## src/rtl/memory_access_stage.sv

```systemverilog
// MEM stage: drives the data-memory req/ack bus, aligns stores, extends loads,
// and owns the MEM/WB pipeline register. stall_o freezes upstream stages mid-access.
module memory_access_stage #(
  parameter int unsigned TIMEOUT_CYCLES = 255
) (
  input  logic        clk_i,
  input  logic        reset_i,
  input  logic        em_reg_write_i,
  input  logic        em_mem_read_i,
  input  logic        em_mem_write_i,
  input  logic [1:0]  em_dmem_to_reg_i,
  input  logic [2:0]  em_funct3_i,
  input  logic [4:0]  em_write_addr_i,
  input  logic [31:0] em_alu_result_i,
  input  logic [31:0] em_read_data2_i,
  input  logic [31:0] em_pc_new_i,
  output logic        dmem_req_o,
  output logic        dmem_we_o,
  output logic [31:0] dmem_addr_o,
  output logic [31:0] dmem_wdata_o,
  output logic [3:0]  dmem_be_o,
  input  logic [31:0] dmem_rdata_i,
  input  logic        dmem_ack_i,
  output logic        stall_o,
  output logic        mw_reg_write_o,
  output logic [1:0]  mw_dmem_to_reg_o,
  output logic [4:0]  mw_write_addr_o,
  output logic [31:0] mw_alu_result_o,
  output logic [31:0] mw_load_data_o,
  output logic [31:0] mw_pc_new_o,
  output logic        misalign_o,
  output logic        bus_error_o
);

  localparam int unsigned CW = (TIMEOUT_CYCLES < 2) ? 1 : $clog2(TIMEOUT_CYCLES + 1);
  localparam logic [CW-1:0] LAST_CNT = CW'(TIMEOUT_CYCLES - 1);

  typedef enum logic {IDLE, BUSY} state_t;

  state_t        state_q, state_d;
  logic [CW-1:0] cnt_q;

  logic        access, is_load, is_byte, is_half, is_word, misaligned;
  logic [3:0]  be_calc;
  logic [31:0] wdata_calc, load_ext;
  logic [7:0]  ld_byte;
  logic [15:0] ld_half;
  logic        misalign_hit, timeout_hit, ack_done;

  assign access     = em_mem_read_i | em_mem_write_i;
  assign is_load    = em_mem_read_i & ~em_mem_write_i;
  assign is_byte    = (em_funct3_i[1:0] == 2'b00);
  assign is_half    = (em_funct3_i[1:0] == 2'b01);
  assign is_word    = ~is_byte & ~is_half;
  assign misaligned = (is_half & em_alu_result_i[0]) |
                      (is_word & (em_alu_result_i[1:0] != 2'b00));

  always_comb begin
    be_calc    = 4'b1111;
    wdata_calc = em_read_data2_i;
    if (is_byte) begin
      be_calc    = 4'b0001 << em_alu_result_i[1:0];
      wdata_calc = {4{em_read_data2_i[7:0]}};
    end else if (is_half) begin
      be_calc    = em_alu_result_i[1] ? 4'b1100 : 4'b0011;
      wdata_calc = {2{em_read_data2_i[15:0]}};
    end
  end

  always_comb begin
    ld_byte = dmem_rdata_i[7:0];
    case (em_alu_result_i[1:0])
      2'd1:    ld_byte = dmem_rdata_i[15:8];
      2'd2:    ld_byte = dmem_rdata_i[23:16];
      2'd3:    ld_byte = dmem_rdata_i[31:24];
      default: ld_byte = dmem_rdata_i[7:0];
    endcase
    ld_half  = em_alu_result_i[1] ? dmem_rdata_i[31:16] : dmem_rdata_i[15:0];
    load_ext = dmem_rdata_i;
    if (is_byte)
      load_ext = {{24{ld_byte[7] & ~em_funct3_i[2]}}, ld_byte};
    else if (is_half)
      load_ext = {{16{ld_half[15] & ~em_funct3_i[2]}}, ld_half};
  end

  always_comb begin
    state_d      = state_q;
    stall_o      = 1'b0;
    misalign_hit = 1'b0;
    timeout_hit  = 1'b0;
    ack_done     = 1'b0;
    case (state_q)
      IDLE: begin
        if (access) begin
          if (misaligned) begin
            misalign_hit = 1'b1;
          end else begin
            state_d = BUSY;
            stall_o = 1'b1;
          end
        end
      end
      BUSY: begin
        if (dmem_ack_i) begin
          state_d  = IDLE;
          ack_done = 1'b1;
        end else if (cnt_q == LAST_CNT) begin
          state_d     = IDLE;
          timeout_hit = 1'b1;
        end else begin
          stall_o = 1'b1;
        end
      end
      default: state_d = IDLE;
    endcase
  end

  // Bus outputs decode straight from the state so IDLE drives an all-zero bus.
  always_comb begin
    dmem_req_o   = (state_q == BUSY);
    dmem_we_o    = dmem_req_o & em_mem_write_i;
    dmem_addr_o  = dmem_req_o ? {em_alu_result_i[31:2], 2'b00} : '0;
    dmem_wdata_o = dmem_req_o ? wdata_calc : '0;
    dmem_be_o    = dmem_req_o ? be_calc : '0;
  end

  always_ff @(posedge clk_i) begin
    if (!reset_i) begin
      state_q          <= IDLE;
      cnt_q            <= '0;
      misalign_o       <= 1'b0;
      bus_error_o      <= 1'b0;
      mw_reg_write_o   <= 1'b0;
      mw_dmem_to_reg_o <= '0;
      mw_write_addr_o  <= '0;
      mw_alu_result_o  <= '0;
      mw_load_data_o   <= '0;
      mw_pc_new_o      <= '0;
    end else begin
      state_q     <= state_d;
      cnt_q       <= (state_q == BUSY && state_d == BUSY) ? cnt_q + 1'b1 : '0;
      misalign_o  <= misalign_hit;
      bus_error_o <= timeout_hit;
      if (stall_o) begin
        mw_reg_write_o <= 1'b0;
      end else begin
        mw_reg_write_o   <= em_reg_write_i & ~misalign_hit & ~timeout_hit;
        mw_dmem_to_reg_o <= em_dmem_to_reg_i;
        mw_write_addr_o  <= em_write_addr_i;
        mw_alu_result_o  <= em_alu_result_i;
        mw_load_data_o   <= (ack_done & is_load) ? load_ext : '0;
        mw_pc_new_o      <= em_pc_new_i;
      end
    end
  end

endmodule
```

## config.mk

```make
export PLATFORM = sky130hd
export DESIGN_NAME = memory_access_stage
export DESIGN_NICKNAME = d
export VERILOG_FILES = /design/src/rtl/memory_access_stage.sv
export SDC_FILE = /design/constraint.sdc
export NUM_CORES = 1
export LEC_CHECK = 0
export BUFFER_PORTS_ARGS = -buffer_cell sky130_fd_sc_hd__buf_2
export CELL_PAD_IN_SITES_DETAIL_PLACEMENT = 1
export CELL_PAD_IN_SITES_GLOBAL_PLACEMENT = 1
export CORE_AREA = 2 2 101 200
export DETAILED_ROUTE_END_ITERATION = 10
export DIE_AREA = 0 0 103 202
export GPL_TIMING_DRIVEN = 0
export PLACE_DENSITY = 0.76
export SKIP_LAST_GASP = 1
export SYNTH_ARGS = -nofsm -noshare
export SYNTH_HDL_FRONTEND = slang
export SYNTH_SLANG_ARGS = --single-unit
```

## constraint.sdc

```tcl
create_clock -name clk_i -period 1.8 [get_ports clk_i]
set_input_delay 0 -clock clk_i [delete_from_list [all_inputs] [get_ports clk_i]]
set_output_delay 0 -clock clk_i [all_outputs]
set_load 0.02 [all_outputs]
```

==> results.py, run 1 <==
metrics = {
    "place": {
        "dp_hpwl_mm": 19.2,
        "place_area_um2": 7770,
        "gp_congestion": 0.943,
        "place.port_buffers": 316,
    },
    "cells_and_area": {
        "nNetsFinal": 1274,
        "fillers": 2380,
        "drive_gt1_share_pct": 36.2,
        "fin_area_um2": 9640,
        "syn2layout_area_growth_pct": 64.5,
        "final_util_pct": 50.0,
    },
    "timing": {
        "hold_viol": 0,
        "fin_crit_sh_pct": 97.5,
        "max_freq_mhz": 570,
        "min_period_ps": 1760,
        "hold_slack_ps": 53.7,
        "setup_viol": 0,
        "skew_ps": 10.2,
        "slew-limit-headroom_pct": 44.4,
        "worst_pin_slew_ps": 826,
        "rsz0062_at_grt": "yes",
        "slew_viol_final": 0,
    },
    "setup_path": {
        "endpoint_kind": "output pin",
        "critPathLaunch": "dmem_req_o",
        "reg2reg_from": "dmem_req_o",
        "crit_type": "reg -> out",
        "start_kind": "flip-flop",
        "r2r_end": "mw_pc_new_o[19]",
        "rr_worst_depth": 8,
        "worstPathRequired_ps": 1800,
        "arrival_ps": 1760,
        "crit_fanout": 10,
        "reg2reg_setup_slack_ps": 60,
    },
    "synth": {
        "ys_seq_elements": 115,
        "synth_common_cells": "nand2_1, dfxtp_1, mux2i_1, and2_1, nor2b_1",
        "synth_area_leaders": "dfxtp_1, mux2i_1, nand2_1",
        "synth.top_cell.area_share_pct": 39.3,
        "postSynthCellCount": 681,
        "avgSynthCellArea_um2": 8.61,
        "async_reset_ff_share_pct": 0,
        "synth_edf_count": 0,
        "yosysUniqueCellTypes": 48,
        "synthMostInstantiatedCell": "nand2_1",
        "synth-seq-area-share_pct": 39.3,
        "synth_top_area_cell": "dfxtp_1",
        "synth_flop_cell": "dfxtp_1",
        "synth_area_um2": 5860,
        "yosys_warnings": 0,
    },
    "outcome": {
        "status": "finished clean",
    },
    "route": {
        "wirelength_mm": 27.6,
        "vias": 6775,
        "drt_iter0_markers": 140,
        "vias_per_cell": 4.84,
        "ant_nets": 0,
        "drc": 0,
        "avgRoutedWirePerCell_um": 19.7,
        "drtPass1Iterations": 4,
    },
    "clocking": {
        "cts_tree": "built",
        "cts_buffer_depth": 2,
        "cts_buffers": 17,
        "clkTransAtPathRegs_ps": 60,
        "clk_latency_ps": 420,
        "cts.sinks": 115,
        "cts_max_level": 4,
        "cts-root-buf": "clkbuf_16",
    },
    "power": {
        "vdd_ir_drop_max_v": 0.000506,
        "power.leakage_nw": 4.82,
        "powerDensity_nw_per_um2": 902,
    },
    "floorplan": {
        "ioPinCount": 321,
        "initial_core_util_pct": 30.4,
        "die_height_um": 202,
        "dieArea_um2": 20800,
        "rows": 72,
        "core_area_um2": 19300,
        "die_x_um": 103,
    },
    "global_routing": {
        "overflow": 0,
        "grt_pass1_vias": 7581,
        "grt_usage_pct": 26.5,
        "grt_max_degree": 17,
        "antenna_found_initial": 1,
        "grt_pass1_wl_mm": 41.8,
    },
    "hold_path": {
        "hold_end": "cnt_q[0]",
        "holdPathStages": 4,
        "min_path_type": "in -> reg",
        "min-delay-start": "reset_i",
    },
    "job": {
        "max-cap-violations": 0,
    },
}
-- registers in the layout (all words and copies together) (netlist names) --
name,flops
mw_reg_write_o,1
mw_write_addr_o,5
mw_alu_result_o,32
mw_load_data_o,32
cnt_q,8
dmem_req_o,1
bus_error_o,1
mw_dmem_to_reg_o,2
misalign_o,1
mw_pc_new_o,32
-- how the worst max path moves through the flow --
stage,slack [ps],cells after the start,end
after detailed placement,-180,5,dmem_wdata_o[1]
after CTS,5,5,dmem_addr_o[30]
after global routing,-20,5,dmem_addr_o[13]
final,40,5,dmem_wdata_o[15]
after floorplan,210,7,mw_alu_result_o[10]
after global placement,-160,5,dmem_addr_o[30]
-- critical path, stage by stage (launching register included) --
cell and delay, ps:
dfxtp_1 350, buf_6 160, buf_12 110, clkbuf_2 230, a21boi_0 260, buf_2 220
-- layer usage --
layer	vias up	wire, µm	global-route usage, %
li1	3179	-	-
met1	3238	9120	24.4
met2	280	15300	50.0
met3	78	1610	6.64
met4	0	1540	15.0
met5	-	0	0
-- repair_timing --
| action | in CTS | in global routing |
|---|---|---|
| cloned | 0 | 0 |
| hold buffers | 105 | 0 |
| setup endpoints to repair | 135 | 71 |
| gates resized for setup | 15 | 12 |
| buffers inserted | 5 | 2 |
| hold endpoints to repair | 104 | 0 |
| pin swaps | 1 | 0 |
-- layout by cell type (no fill, tap or decap), types with 14 or more instances in the layout --
master         count
o2bb2ai_1         14
clkbuf_1          20
dlygate4sd3_1    105
dfxtp_1          114
nor2b_1           34
o21ai_0           26
mux2i_1           86
nand2_1          170
and2_1            47
nor2_1            22
clkbuf_16         17
buf_2            327
-- stage by stage --
| stage | power [mW] | setup TNS [ps] | worst slack, ps | instances |
|---|---|---|---|---|
| 6_report | 8.69 | 0 | 44.2 | 1401 |
| 5_1_grt | 9.02 | -36.9 | -21.9 | 1401 |
| 4_1_cts | 8.68 | 0 | 5.32 | 1398 |
| 3_5_place_dp | 4.60 | -7660 | -181 | 1257 |
| 3_3_place_gp | 4.57 | -5420 | -161 | 1257 |
| 2_1_floorplan | 3.89 | 0 | 215 | 682 |
-- where the power goes --
group	switching (mW)	internal [mW]	total (mW)
Clock	1.36	2.48	3.84
Combinational	1.18	0.869	2.05
Sequential	0.0879	2.72	2.80
-- cells by family after synthesis --
kind of cell,after synthesis,synth area share [%]
AOI/OAI and AO/OA,95,13.2
xor gates and xnor gates,5,0.747
adders and majority gates,2,0.427
buffers and inverters,60,5.53
DFF,115,39.3
muxes,89,15.3
other,1,0.0640
and+or+nand+nor,314,25.4
-- layout make-up --
cell class | instances | area (µm²) | area share, %
Antenna cell | 1 | 2.50 | 0.0260
Buffer | 54 | 338 | 3.50
Clock buffer | 18 | 429 | 4.45
Clock inverter | 14 | 224 | 2.32
Inverter | 5 | 18.8 | 0.195
Multi-Input combinational cell | 507 | 3270 | 34.0
Sequential cell | 115 | 2300 | 23.9
Tap cell | 259 | 324 | 3.36
Timing Repair Buffer | 428 | 2730 | 28.3
Note: power is estimated with default switching activity, not from simulation.
==> run 2: changes to the inputs <==
==> constraint.sdc (replaced) <==
create_clock -name clk_i -period 1.8 [get_ports clk_i]
set_input_delay 0.36 -clock clk_i [delete_from_list [all_inputs] [get_ports clk_i]]
set_output_delay 0.36 -clock clk_i [all_outputs]
set_load 0.02 [all_outputs]
==> run 2 against run 1 <==
  * The run now ends with negative setup slack left
  * Maximum frequency is 12% lower
  * Cell count down 6.1%
  * Clock skew is 2.3 ps lower
  * First-iteration DRC count is 15% lower
  * Register-to-register slack got worse by 230 ps
  * Total power shrank 1.5%
  * Worst hold slack improved by 130 ps
  * Die area unchanged
  * Critical path type unchanged
==> results.py, run 2 (synthesized netlist as in run 1, its figures left out) <==
metrics = {
    "outcome": {
        "status": "complete, but fails checks",
        "failed_checks": "negative setup slack",
    },
    "place": {
        "place_area_um2": 7770,
        "gp_congestion": 0.923,
        "place.port_buffers": 316,
        "dp_hpwl_mm": 19.4,
    },
    "timing": {
        "slew_viol_final": 0,
        "hold_viol": 0,
        "fin_setup_tns_ps": -6590,
        "rsz0062_at_grt": "yes",
        "setup_viol": 65,
        "max_freq_mhz": 499,
        "fin_crit_sh_pct": 111,
        "worst_pin_slew_ps": 668,
        "setup_slack_ps": -203,
        "skew_ps": 7.86,
        "min_period_ps": 2000,
        "slew-limit-headroom_pct": 55.0,
    },
    "power": {
        "vdd_ir_drop_max_v": 0.000663,
        "power.leakage_nw": 4.70,
        "p_total_mw": 8.57,
        "powerDensity_nw_per_um2": 901,
    },
    "floorplan": {
        "die_x_um": 103,
        "dieArea_um2": 20800,
        "die_height_um": 202,
        "ioPinCount": 321,
        "rows": 72,
        "initial_core_util_pct": 30.4,
        "core_area_um2": 19300,
    },
    "route": {
        "vias": 6454,
        "drt_iter0_markers": 119,
        "wirelength_mm": 26.1,
        "avgRoutedWirePerCell_um": 19.8,
        "drc": 0,
        "drtPass1Iterations": 4,
        "vias_per_cell": 4.91,
        "ant_nets": 0,
    },
    "cells_and_area": {
        "fillers": 2364,
        "multiInputGateArea_um2": 3490,
        "seqCellArea_um2": 2310,
        "fin_area_um2": 9500,
        "mostFrequentLayoutCells": "buf_2, nand2_1, dfxtp_1, mux2i_1, buf_6",
        "layout.cells.most_common": "buf_2",
        "top_regs": "mw_alu_result_o (32), mw_load_data_o (32), mw_pc_new_o (32)",
        "nNetsFinal": 1188,
        "syn2layout_area_growth_pct": 62.1,
        "drive_gt1_share_pct": 47.8,
    },
    "clocking": {
        "clkTransAtPathRegs_ps": 60,
        "cts.sinks": 115,
        "cts_buffers": 17,
        "cts_tree": "built",
        "cts-root-buf": "clkbuf_16",
        "cts_max_level": 4,
        "clk_latency_ps": 420,
        "cts_buffer_depth": 2,
        "hold_buffers": 0,
    },
    "global_routing": {
        "use_met1_pct": 23.1,
        "met2_usage_pct": 46.1,
        "use_met3_pct": 5.36,
        "grt_pass1_wl_mm": 38.2,
        "overflow": 0,
        "busiest_layer": "met2",
        "antenna_found_initial": 1,
        "grt_max_degree": 20,
        "grt_usage_pct": 24.4,
        "grt_pass1_vias": 6897,
    },
    "setup_path": {
        "critPathLaunch": "cnt_q[0]",
        "start_kind": "flip-flop",
        "cp_slowest_cell": "dfxtp_2",
        "arrival_ps": 1640,
        "slowest_delay_ps": 320,
        "crit_fanout": 2,
        "crit_type": "reg -> out",
        "worstPathRequired_ps": 1440,
        "reg2reg_from": "cnt_q[0]",
        "endpoint_kind": "output pin",
        "cp_cell_sequence": "inv_2, ha_4, nand3_2, nor2_2, o21a_1, buf_8, buf_12, inv_4, buf_6",
    },
    "hold_path": {
        "min-delay-start": "em_pc_new_i[0]",
        "min_path_type": "in -> reg",
    },
    "job": {
        "max-cap-violations": 0,
    },
}
## run 2: cell type report
| class | count | area share, % |
|---|---|---|
| plain buffers | 50 | 4.48 |
| well taps | 259 | 3.41 |
| clock inverters | 14 | 1.86 |
| multi-input cells | 507 | 36.8 |
| flip-flops and latches | 115 | 24.3 |
| repair buffers | 346 | 24.3 |
| diodes | 1 | 0.0263 |
| inverters | 5 | 0.224 |
| clock buffers | 18 | 4.62 |
## run 2: metal layers
layer	vias up	wire, µm
met5	-	0
met4	0	1420
li1	3009	-
met1	3106	8600
met2	273	14700
met3	66	1360
## run 2: through the flow
step / instances / setup slack, ps / hold WS [ps] / util (%)
final: 1315 / -203 / 188 / 49.3
after floorplan: 682 / 21.4 / 430 / -
after global placement: 1257 / -431 / 438 / 40.3
after detailed placement: 1257 / -514 / 445 / 40.3
after global routing: 1315 / -290 / 184 / 49.3
after CTS: 1307 / -261 / 175 / 47.0
## run 2: report_power, final
part / switching, mW / internal (mW)
clock network: 1.35 / 2.23
logic: 1.20 / 0.983
registers: 0.0889 / 2.72
## run 2: path summary, 6_finish.rpt
path / cells after the start / end / slack (ps)
max: 9 / stall_o / -200
min: 3 / mw_pc_new_o[0] / 190
max reg2reg: 10 / mw_load_data_o[13] / -170
min reg2reg: 2 / mw_write_addr_o[2] / 450
## run 2: timing repair
action / in CTS / in global routing
setup buffers: 15 / 9
resized for setup: 169 / 112
gates cloned: 4 / 2
setup endpoints to repair: 82 / 159
pin swaps: 6 / 24
## run 2: critical path: cells and delay by family, from the launching register on
family	cells	cell delay, ps
buffers and inverters	5	390
AO/OA/AOI/OAI	1	170
flip-flops	1	320
adder cells (fa/ha/maj)	1	120
AND/OR/NAND/NOR	2	210
==> run 3: changes to the inputs <==
--- a/config.mk
+++ b/config.mk
@@ -5,6 +5,7 @@
 export SDC_FILE = /design/constraint.sdc
 export NUM_CORES = 1
 export LEC_CHECK = 0
+export ABC_AREA = 1
 export BUFFER_PORTS_ARGS = -buffer_cell sky130_fd_sc_hd__buf_2
 export CELL_PAD_IN_SITES_DETAIL_PLACEMENT = 1
 export CELL_PAD_IN_SITES_GLOBAL_PLACEMENT = 1
@@ -12,7 +13,7 @@
 export DETAILED_ROUTE_END_ITERATION = 10
 export DIE_AREA = 0 0 103 202
 export GPL_TIMING_DRIVEN = 0
-export PLACE_DENSITY = 0.76
+export PLACE_DENSITY = 0.78
 export SKIP_LAST_GASP = 1
 export SYNTH_ARGS = -nofsm -noshare
 export SYNTH_HDL_FRONTEND = slang
==> run 3 against run 2 <==
  * The run now ends clean
  * Total power shrank 7.6%
  * Clock-buffer cell count grew 2
  * Maximum frequency grew 12%
  * Sequential share of layout area grew 1.8 points
  * Non-clock buffer count shrank 5
  * Sequential power is essentially flat
  * Clock power shrank 5%
  * Die area is the same
  * Core utilization shrank 3.5 points
  * Highest routed layer unchanged
  * Register-to-register slack gained 220 ps
  * Critical path type unchanged
  * Setup slack gained 210 ps
  * Flip-flop and latch count is the same
==> results.py, run 3 <==
metrics = {
    "global_routing": {
        "grt_pass1_wl_mm": 36.4,
        "grt_usage_pct": 23.0,
        "overflow": 0,
        "grt_pass1_vias": 7126,
        "antenna_found_initial": 3,
        "grt_max_degree": 17,
    },
    "synth": {
        "synth_top_area_cell": "dfxtp_1",
        "ys_seq_elements": 115,
        "synth_edf_count": 0,
        "postSynthCellCount": 851,
        "async_reset_ff_share_pct": 0,
        "synth.top_cell.area_share_pct": 41.8,
        "synth_area_um2": 5510,
        "synthMostInstantiatedCell": "nand2_1",
        "yosys_warnings": 0,
        "synth_area_leaders": "dfxtp_1, nand2_1, inv_1",
        "synth-seq-area-share_pct": 41.8,
        "synth_flop_cell": "dfxtp_1",
        "avgSynthCellArea_um2": 6.47,
        "yosysUniqueCellTypes": 31,
        "synth_common_cells": "nand2_1, inv_1, dfxtp_1, nand3_1, nor2_1",
    },
    "timing": {
        "max_freq_mhz": 558,
        "slew_viol_final": 0,
        "hold_viol": 0,
        "worst_pin_slew_ps": 580,
        "skew_ps": 11.5,
        "fin_crit_sh_pct": 99.6,
        "slew-limit-headroom_pct": 61.2,
        "min_period_ps": 1790,
        "setup_viol": 0,
        "rsz0062_at_grt": "yes",
    },
    "power": {
        "vdd_ir_drop_max_v": 0.000438,
        "powerDensity_nw_per_um2": 895,
        "power.leakage_nw": 5.01,
        "p_total_mw": 7.91,
        "switchingPower_mw": 2.35,
        "p_comb_share_pct": 22.0,
        "netSwitchingFraction_pct": 29.7,
        "p_seq_share_pct": 35.1,
        "clkPwrFrac_pct": 42.9,
        "p_int_mw": 5.56,
    },
    "floorplan": {
        "rows": 72,
        "ioPinCount": 321,
        "dieArea_um2": 20800,
        "die_height_um": 202,
        "core_area_um2": 19300,
        "die_x_um": 103,
        "initial_core_util_pct": 28.6,
    },
    "cells_and_area": {
        "layout.cells.most_common": "buf_2",
        "syn2layout_area_growth_pct": 60.4,
        "top_regs": "mw_alu_result_o (32), mw_load_data_o (32), mw_pc_new_o (32)",
        "multiInputGateArea_um2": 2620,
        "drive_gt1_share_pct": 37.7,
        "fin_area_um2": 8830,
        "mostFrequentLayoutCells": "buf_2, nand2_1, inv_1, dfxtp_1, nand3_1",
        "nNetsFinal": 1363,
        "seqCellArea_um2": 2310,
        "fillers": 2623,
    },
    "hold_path": {
        "holdPathStages": 3,
        "min-delay-start": "em_pc_new_i[28]",
        "min_path_type": "in -> reg",
        "hold_end": "mw_pc_new_o[28]",
    },
    "clocking": {
        "cts_tree": "built",
        "cts_buffer_depth": 2,
        "clk_latency_ps": 410,
        "clkTransAtPathRegs_ps": 60,
        "cts_buffers": 17,
        "cts.sinks": 115,
        "cts-root-buf": "clkbuf_16",
        "cts_max_level": 4,
    },
    "place": {
        "place_area_um2": 7430,
        "gp_congestion": 0.848,
        "place.port_buffers": 316,
        "dp_hpwl_mm": 19.0,
    },
    "route": {
        "drt_iter0_markers": 146,
        "ant_nets": 0,
        "vias": 6821,
        "avgRoutedWirePerCell_um": 16.6,
        "vias_per_cell": 4.58,
        "drtPass1Iterations": 4,
        "wirelength_mm": 24.8,
        "drc": 0,
    },
    "setup_path": {
        "worstPathRequired_ps": 1440,
        "reg2reg_from": "dmem_req_o",
        "r2r_end": "mw_pc_new_o[12]",
        "start_kind": "flip-flop",
        "reg2reg_setup_slack_ps": 50,
        "endpoint_kind": "output pin",
        "crit_type": "reg -> out",
        "rr_worst_depth": 11,
        "arrival_ps": 1430,
        "crit_fanout": 8,
    },
    "job": {
        "max-cap-violations": 0,
    },
    "outcome": {
        "status": "finished clean",
    },
}
==> run 3: cell count changes after synthesis, moves of 11 or more <==
cell,delta
mux2i_1,-88
o21ai_1,+27
a21oi_1,+16
nand3_1,+58
o2bb2ai_1,-14
nand2_1,+122
nor2_1,+32
o21ai_0,+24
and2_1,-47
clkbuf_1,-11
inv_1,+131
nor2b_1,-34
==> run 3: worst max path at each step <==
stage | start | slack, ps | cells past startpoint | end
2_1_floorplan | em_funct3_i[1] | 0.8 | 5 | dmem_wdata_o[10]
3_3_place_gp | em_funct3_i[1] | -450 | 7 | dmem_be_o[0]
3_5_place_dp | dmem_req_o | -450 | 5 | dmem_be_o[2]
4_1_cts | dmem_req_o | -40 | 5 | dmem_addr_o[24]
5_1_grt | cnt_q[2] | -40 | 6 | stall_o
6_report | dmem_req_o | 7 | 6 | dmem_addr_o[4]
==> run 3: power groups by stage <==
stage	registers [mW]	clock network, mW	logic (mW)
4_1_cts	2.78	3.47	1.65
3_5_place_dp	2.83	0	1.49
3_3_place_gp	2.82	0	1.47
2_1_floorplan	3.02	0	0.633
5_1_grt	2.79	3.59	1.89
6_report	2.78	3.39	1.74
==> run 3: layout make-up <==
class,count,share of cell area [%]
inverter,138,5.95
tap,259,3.67
buffer,44,4.49
multi-input combinational,554,29.6
sequential,115,26.1
antenna,3,0.0850
clock inverter,10,1.53
clock buffer,20,5.06
timing repair buffer,347,23.4
==> run 3: metrics by stage <==
| stage | cells | hold slack (ps) | util, % | setup TNS, ps | setup WS [ps] |
|---|---|---|---|---|---|
| 3_3_place_gp | 1427 | 434 | 38.5 | -33740 | -446 |
| 5_1_grt | 1490 | 179 | 45.8 | -1090 | -41.1 |
| 4_1_cts | 1479 | 174 | 44.2 | -293 | -37.7 |
| 2_1_floorplan | 852 | 441 | - | 0 | 0.846 |
| 6_report | 1490 | 189 | 45.8 | 0 | 7.06 |
| 3_5_place_dp | 1427 | 439 | 38.5 | -34610 | -447 |
==> run 3: cell families (layout without fill, tap and decap cells) <==
family	Yosys count	count (layout)	synth area share, %
compound gates	112	112	10.4
buf+inv	183	559	14.2
xor+xnor	3	3	0.477
flops	115	115	41.8
fa+ha+maj	2	2	0.454
other cells	1	5	0.0681
simple gates	435	435	32.5
==> run 3: critical path, cell delays in order, from the launching register on <==
cell and delay [ps]:
dfxtp_2 330, buf_12 150, clkbuf_16 160, buf_12 130
nand2_1 80, inv_2 50, buf_6 120
==> run 3: per-layer routing <==
| layer | GRT usage [%] | up-vias | part of all wire, % |
|---|---|---|---|
| met1 | 20.5 | 3156 | 32 |
| met5 | 0 | - | 0 |
| met2 | 46.4 | 261 | 58 |
| met3 | 4.39 | 61 | 5.4 |
| li1 | - | 3343 | - |
| met4 | 10.9 | 0 | 4.1 |
==> run 3: timing repair <==
action | CTS | global route
pin swaps | 9 | 9
hold buffers | 0 | 0
cloned | 1 | 6
gates resized for setup | 96 | 55
endpoints found under the setup margin | 173 | 163
buffers inserted | 21 | 3
endpoints found under the hold margin | 0 | 0
